`src/rtl/draw_cell_overlay.sv`:
```
`timescale 1ns/1ps
// -----------------------------------------------------------------------------
// draw_cell_overlay
//
// Two-stage video pipeline that paints the cells of an N x N game board on top
// of the upstream pixel stream. Selected cells are filled with COLOR_SEL and
// winning cells with COLOR_WIN. Winning cells can blink. The blink period is
// counted in frames.
//
// Mask inputs are double-buffered. They are copied into shadow registers on
// each vsync rising edge, so a picture never changes mid-frame.
//
// Ports
//   pclk                 pixel clock
//   rst_n                asynchronous active-low reset
//   hcount_in/vcount_in  pixel position from the timing generator (11 bit)
//   hsync_in/vsync_in    sync strobes
//   hblnk_in/vblnk_in    blanking strobes
//   rgb_in               upstream pixel (12 bit, 4:4:4)
//   sel_mask             selected cells, bit i = row*N + col
//   win_mask             winning cells, same indexing
//   blink_en             blink the winning cells
//   *_out                the matching *_in delayed by two pclk cycles
//   rgb_out              composited pixel, delayed by two pclk cycles
// -----------------------------------------------------------------------------
module draw_cell_overlay #(
    parameter int          N            = 3,
    parameter int          BOARD_X0     = 0,
    parameter int          BOARD_Y0     = 0,
    parameter int          CELL_W       = 341,
    parameter int          CELL_H       = 256,
    parameter int          BLINK_FRAMES = 30,
    parameter logic [11:0] COLOR_SEL    = 12'hff0,
    parameter logic [11:0] COLOR_WIN    = 12'h0f0
) (
    input  logic           pclk,
    input  logic           rst_n,
    input  logic [10:0]    hcount_in,
    input  logic [10:0]    vcount_in,
    input  logic           hsync_in,
    input  logic           vsync_in,
    input  logic           hblnk_in,
    input  logic           vblnk_in,
    input  logic [11:0]    rgb_in,
    input  logic [N*N-1:0] sel_mask,
    input  logic [N*N-1:0] win_mask,
    input  logic           blink_en,
    output logic [10:0]    hcount_out,
    output logic [10:0]    vcount_out,
    output logic           hsync_out,
    output logic           vsync_out,
    output logic           hblnk_out,
    output logic           vblnk_out,
    output logic [11:0]    rgb_out
);

    localparam int          CELLS      = N * N;
    localparam int          IW         = $clog2(CELLS);
    localparam int          FW         = (BLINK_FRAMES > 1) ? $clog2(BLINK_FRAMES) : 1;
    localparam logic [11:0] X0         = 12'(BOARD_X0);
    localparam logic [11:0] Y0         = 12'(BOARD_Y0);
    localparam logic [11:0] BOARD_W    = 12'(N * CELL_W);
    localparam logic [11:0] BOARD_H    = 12'(N * CELL_H);
    localparam logic [FW-1:0] FRAME_LAST = FW'(BLINK_FRAMES - 1);

    // ---------------- frame-rate state: vsync edge, blink, shadows ----------
    logic             vsync_prev;
    logic             vsync_rise;
    logic [FW-1:0]    frame_cnt;
    logic             blink_phase;
    logic [CELLS-1:0] sel_shadow;
    logic [CELLS-1:0] win_shadow;
    logic             blink_en_shadow;
    logic             blink_phase_shadow;

    // A long vsync pulse yields a single edge.
    assign vsync_rise = vsync_in & ~vsync_prev;

    // NOTE: sequential state uses non-blocking assignments only, so every
    // register samples the pre-edge value of every other register.
    always_ff @(posedge pclk or negedge rst_n) begin
        if (!rst_n) begin
            vsync_prev         <= 1'b0;
            frame_cnt          <= '0;
            blink_phase        <= 1'b0;
            sel_shadow         <= '0;
            win_shadow         <= '0;
            blink_en_shadow    <= 1'b0;
            blink_phase_shadow <= 1'b0;
        end else begin
            vsync_prev <= vsync_in;
            if (vsync_rise) begin
                sel_shadow         <= sel_mask;
                win_shadow         <= win_mask;
                blink_en_shadow    <= blink_en;
                blink_phase_shadow <= blink_phase;
                if (frame_cnt == FRAME_LAST) begin
                    frame_cnt   <= '0;
                    blink_phase <= ~blink_phase;
                end else begin
                    frame_cnt <= frame_cnt + FW'(1);
                end
            end
        end
    end

    // ---------------- stage 1: board geometry and shadow lookup -------------
    // Coordinates are made relative to the board origin. A pixel left of or
    // above the origin wraps to a large value and so fails the size test.
    logic [11:0]   hrel;
    logic [11:0]   vrel;
    logic [1:0]    col;
    logic [1:0]    row;
    logic [IW-1:0] cell_idx;
    logic          in_board;

    assign hrel = {1'b0, hcount_in} - X0;
    assign vrel = {1'b0, vcount_in} - Y0;

    // NOTE: every always_comb output gets a default first. No path can then
    // leave a value unassigned, so no latch is inferred.
    always_comb begin
        col = '0;
        row = '0;
        for (int c = 1; c < N; c++) begin
            if (hrel >= 12'(c * CELL_W)) col = 2'(c);
        end
        for (int r = 1; r < N; r++) begin
            if (vrel >= 12'(r * CELL_H)) row = 2'(r);
        end
        in_board = (hrel < BOARD_W) && (vrel < BOARD_H);
        cell_idx = IW'(int'(row) * N + int'(col));
    end

    logic [10:0] hcount_s1, vcount_s1;
    logic        hsync_s1, vsync_s1, hblnk_s1, vblnk_s1;
    logic [11:0] rgb_s1;
    logic        paint_win_s1, paint_sel_s1;

    // The shadows are read here, at stage 1. A vsync edge that coincides
    // with a pixel therefore takes effect from the following pixel.
    always_ff @(posedge pclk or negedge rst_n) begin
        if (!rst_n) begin
            hcount_s1    <= '0;
            vcount_s1    <= '0;
            hsync_s1     <= 1'b0;
            vsync_s1     <= 1'b0;
            hblnk_s1     <= 1'b0;
            vblnk_s1     <= 1'b0;
            rgb_s1       <= '0;
            paint_win_s1 <= 1'b0;
            paint_sel_s1 <= 1'b0;
        end else begin
            hcount_s1    <= hcount_in;
            vcount_s1    <= vcount_in;
            hsync_s1     <= hsync_in;
            vsync_s1     <= vsync_in;
            hblnk_s1     <= hblnk_in;
            vblnk_s1     <= vblnk_in;
            rgb_s1       <= rgb_in;
            // A blinking winner in its dark phase falls through to selection.
            paint_win_s1 <= in_board && win_shadow[cell_idx]
                            && (!blink_en_shadow || blink_phase_shadow);
            paint_sel_s1 <= in_board && sel_shadow[cell_idx];
        end
    end

    // ---------------- stage 2: colour mux -----------------------------------
    always_ff @(posedge pclk or negedge rst_n) begin
        if (!rst_n) begin
            hcount_out <= '0;
            vcount_out <= '0;
            hsync_out  <= 1'b0;
            vsync_out  <= 1'b0;
            hblnk_out  <= 1'b0;
            vblnk_out  <= 1'b0;
            rgb_out    <= '0;
        end else begin
            hcount_out <= hcount_s1;
            vcount_out <= vcount_s1;
            hsync_out  <= hsync_s1;
            vsync_out  <= vsync_s1;
            hblnk_out  <= hblnk_s1;
            vblnk_out  <= vblnk_s1;
            if (hblnk_s1 || vblnk_s1) rgb_out <= rgb_s1;
            else if (paint_win_s1)    rgb_out <= COLOR_WIN;
            else if (paint_sel_s1)    rgb_out <= COLOR_SEL;
            else                      rgb_out <= rgb_s1;
        end
    end

endmodule

```
`config.mk`:
```
export PLATFORM = sky130hd
export DESIGN_NAME = draw_cell_overlay
export DESIGN_NICKNAME = d
export VERILOG_FILES = /design/src/rtl/draw_cell_overlay.sv
export SDC_FILE = /design/constraint.sdc
export NUM_CORES = 1
export LEC_CHECK = 0
export ABC_AREA = 1
export BUFFER_PORTS_ARGS = -buffer_cell sky130_fd_sc_hd__buf_2
export CAP_MARGIN = 25
export CORE_MARGIN = 2
export CORE_UTILIZATION = 40
export DETAILED_ROUTE_END_ITERATION = 16
export PLACE_DENSITY = 0.65
export SLEW_MARGIN = 10
export SYNTH_ARGS = -nofsm -noshare
export SYNTH_HDL_FRONTEND = slang
export SYNTH_SLANG_ARGS = --single-unit
```
`constraint.sdc`:
```
create_clock -name pclk -period 1.06 [get_ports pclk]
set_input_delay 0.106 -clock pclk [delete_from_list [all_inputs] [get_ports pclk]]
set_output_delay 0.106 -clock pclk [all_outputs]
set_load 0.02 [all_outputs]
```
==> impl_metrics.tcl <==
set metrics [dict create \
    drt.antenna.violating_nets 0 \
    drt_wl_total_mm 7.97 \
    synth_area_leaders "dfrtp_1, nand2_1, nor2_1" \
    grt_overflow 0 \
    die_h_microns 98.7 \
    hold_path_depth 4 \
    dp_worst_setup_slack_ns -1.14 \
    ir_drop_v 0.000775 \
    gr-usage-met1_pct 19.6 \
    nets 573 \
    fin_crit_ns 1.73 \
    netlist.area_leader.share_pct 72.5 \
    syn_to_final_growth_pct 55.6 \
    end_kind "flip-flop" \
    slew_viol_final 0 \
    hpwl_mm 4.83 \
    die_w_microns 98.7 \
    status "finished with violations" \
    grt_pass1_vias 2761 \
    dieArea_sq_mm 0.00975 \
    grt_setup_unrepaired "true" \
    cts.sinks 104 \
    synth_common_cells "dfrtp_1, nand2_1, nor2_1" \
    synthFlopType "dfrtp_1" \
    grt_first_pass_wirelength_mm 12.2 \
    worst-path-max-fanout 5 \
    first_pass_iters 4 \
    fmax_mhz 578 \
    fin_total_pwr_mw 8.57 \
    cts.clk_slew.worst_paths_ns 0.10 \
    synth_seq_cells 104 \
    period_share_pct 163 \
    drt-vias-per-instance 4.61 \
    power.density_mw_per_mm2 1530 \
    cap_violations 0 \
    cp.required_ns 1.38 \
    cts_tree "done" \
    use_met3_pct 3.48 \
    h-tree-depth 3 \
    fin_ws_ns -0.670 \
    antenna_cells 0 \
    syn_avg_cell_area_sq_um 11.4 \
    yosys_warnings 0 \
    drive_gt1_share_pct 40.5 \
    synth_top_area_cell "dfrtp_1" \
    met2_usage_pct 25.4 \
    worstMarginPinSlew_ns 0.396 \
    slowest_delay_ns 0.60 \
    crit_slowest_cell "fa_2" \
    synth_nets 381 \
    leakage_nw 2.79 \
    start_kind "input pin" \
    cts_buffers 9 \
    cts_root_buf "clkbuf_8" \
    timing.hold.ws_ns 0.135 \
    grt_antenna_before_repair 0 \
    clk_latency_ns 0.37 \
    finalClockSkew_ns 0.00999 \
    wl_per_cell_microns 12.8 \
    drcViolationCount 0 \
    initial_core_util_pct 41.2 \
    path_buf_inv 3 \
    synth_cell_types 29 \
    drtIter0Drc 59 \
    vias 2860 \
    finalSetupViolations 19 \
    yosysSeqAreaShare_pct 72.5 \
    cpLargestDelayFamily "adder cells" \
    worst-setup-path-type "in2reg" \
    clockBufferDepth 2 \
    cp.depth 16 \
    cp.arrival_ns 2.05 \
    synth_cells 316 \
    violations "setup timing" \
    async_flop_share_pct 100 \
    final_core_util_pct 64.0 \
    hold_violations 0 \
    cpMostUsedCell "nor2_1" \
    core_sq_mm 0.00872 \
    track_usage_pct 15.7 \
    grt_max_degree 79 \
    reg2reg_depth 5 \
    grt_busiest_layer "met2" \
    maxSlewHeadroom_pct 73.6 \
    io_buffers 96 \
    hp-class "in2reg" \
    rows 34 \
    synth_area_sq_mm 0.00359 \
    cp_cell_sequence "buf_8 > a21oi_4 > nor2_1 > nor2_1 > nand2_2 > nor2_2 > ha_2 > ha_4 > inv_2 > fa_2 > nand3_2 > nand2_2 > nand2_1 > nor2_1 > nand2_1 > inv_1" \
    synth_edf_count 0 \
    yosysMostFrequentCell "dfrtp_1" \
    gp_congestion 0.799 \
    ioPinCount 97 \
]
-- worst reg2reg max path: cells and delay by family, from the launching register on --
family        cells  cell delay [ns]
fa+ha+maj         1             0.14
simple gates      2             0.37
buf+inv           1             0.09
flops             1             0.43
xor+xnor          1             0.15
-- cells by family after synthesis --
| family | count (synthesis) | share of synthesized area, % |
|---|---|---|
| XOR/XNOR | 1 | 0.244 |
| buffers and inverters | 32 | 3.76 |
| flip-flops | 104 | 72.5 |
| adder cells (fa/ha/maj) | 6 | 2.30 |
| AND/OR/NAND/NOR | 157 | 18.9 |
| AO/OA/AOI/OAI | 16 | 2.30 |
-- path summary, 6_finish.rpt --
path                              start       endpoint  slack, ns
setup / recovery           hcount_in[5]   paint_win_s1      -0.67
hold / removal                 vsync_in   frame_cnt[0]       0.14
setup reg to reg           frame_cnt[1]    blink_phase      -0.23
hold reg to reg            hcount_s1[5]  hcount_out[5]       0.35
max in group asynchronous         rst_n   frame_cnt[0]       0.44
min in group asynchronous         rst_n  vcount_out[3]       0.30
-- cell type report --
type                    count  area [sq um]
flip-flops and latches    104          2600
multi-input cells         180          1060
inverters                  27           116
repair buffers            186          1490
clock inverters             6          51.3
well taps                 108           135
clock buffers              10           128
fillers                   663          3140
-- cells in the final DEF (no fill, tap or decap), drive strengths merged --
cell type,count
ha,5
nor2,25
nand2,100
nand4,3
a31oi,1
fa,1
clkinv,4
nor3,3
buf,126
a21oi,10
and2,1
nand3,17
nand3b,2
inv,29
o21ai,4
o22ai,1
dlygate4sd3,58
or2,6
xor2,1
clkbuf,12
dfrtp,104
-- registers in the layout, summed over array words and instances (netlist names), 5 cells and up --
register and flops:
vcount_s1 11, hcount_s1 11, sel_shadow 9, hcount_out 11, rgb_out 12, win_shadow 9, frame_cnt 5, rgb_s1 12
vcount_out 11
-- per-layer routing --
layer | up-vias | routed length (microns)
met4 | 0 | 196
met3 | 18 | 442
li1 | 1365 | -
met2 | 96 | 4010
met1 | 1381 | 3330
met5 | - | 0
-- timing repair --
action                                 in CTS  in global routing
pin swaps                                   8                 14
gates resized for setup                    20                 73
setup endpoints to repair                   6                 29
hold buffers                               58                  0
endpoints found under the hold margin     161                  0
cloned                                      0                  3
setup buffers                               3                  6
-- report_power, final --
group	switching, mW	internal [mW]
combinational	0.873	0.857
sequential	0.244	4.33
clock	1.37	0.893
total	2.49	6.08
-- through the flow --
stage	setup TNS (ns)	area, sq um	std cells
2_1_floorplan	-1.90	3590	316
3_3_place_gp	-2.65	4350	535
3_5_place_dp	-2.88	4350	535
4_1_cts	-2.14	5200	612
5_1_grt	-4.08	5590	621
6_report	-2.36	5590	621
(Power assumes the default switching activity.)
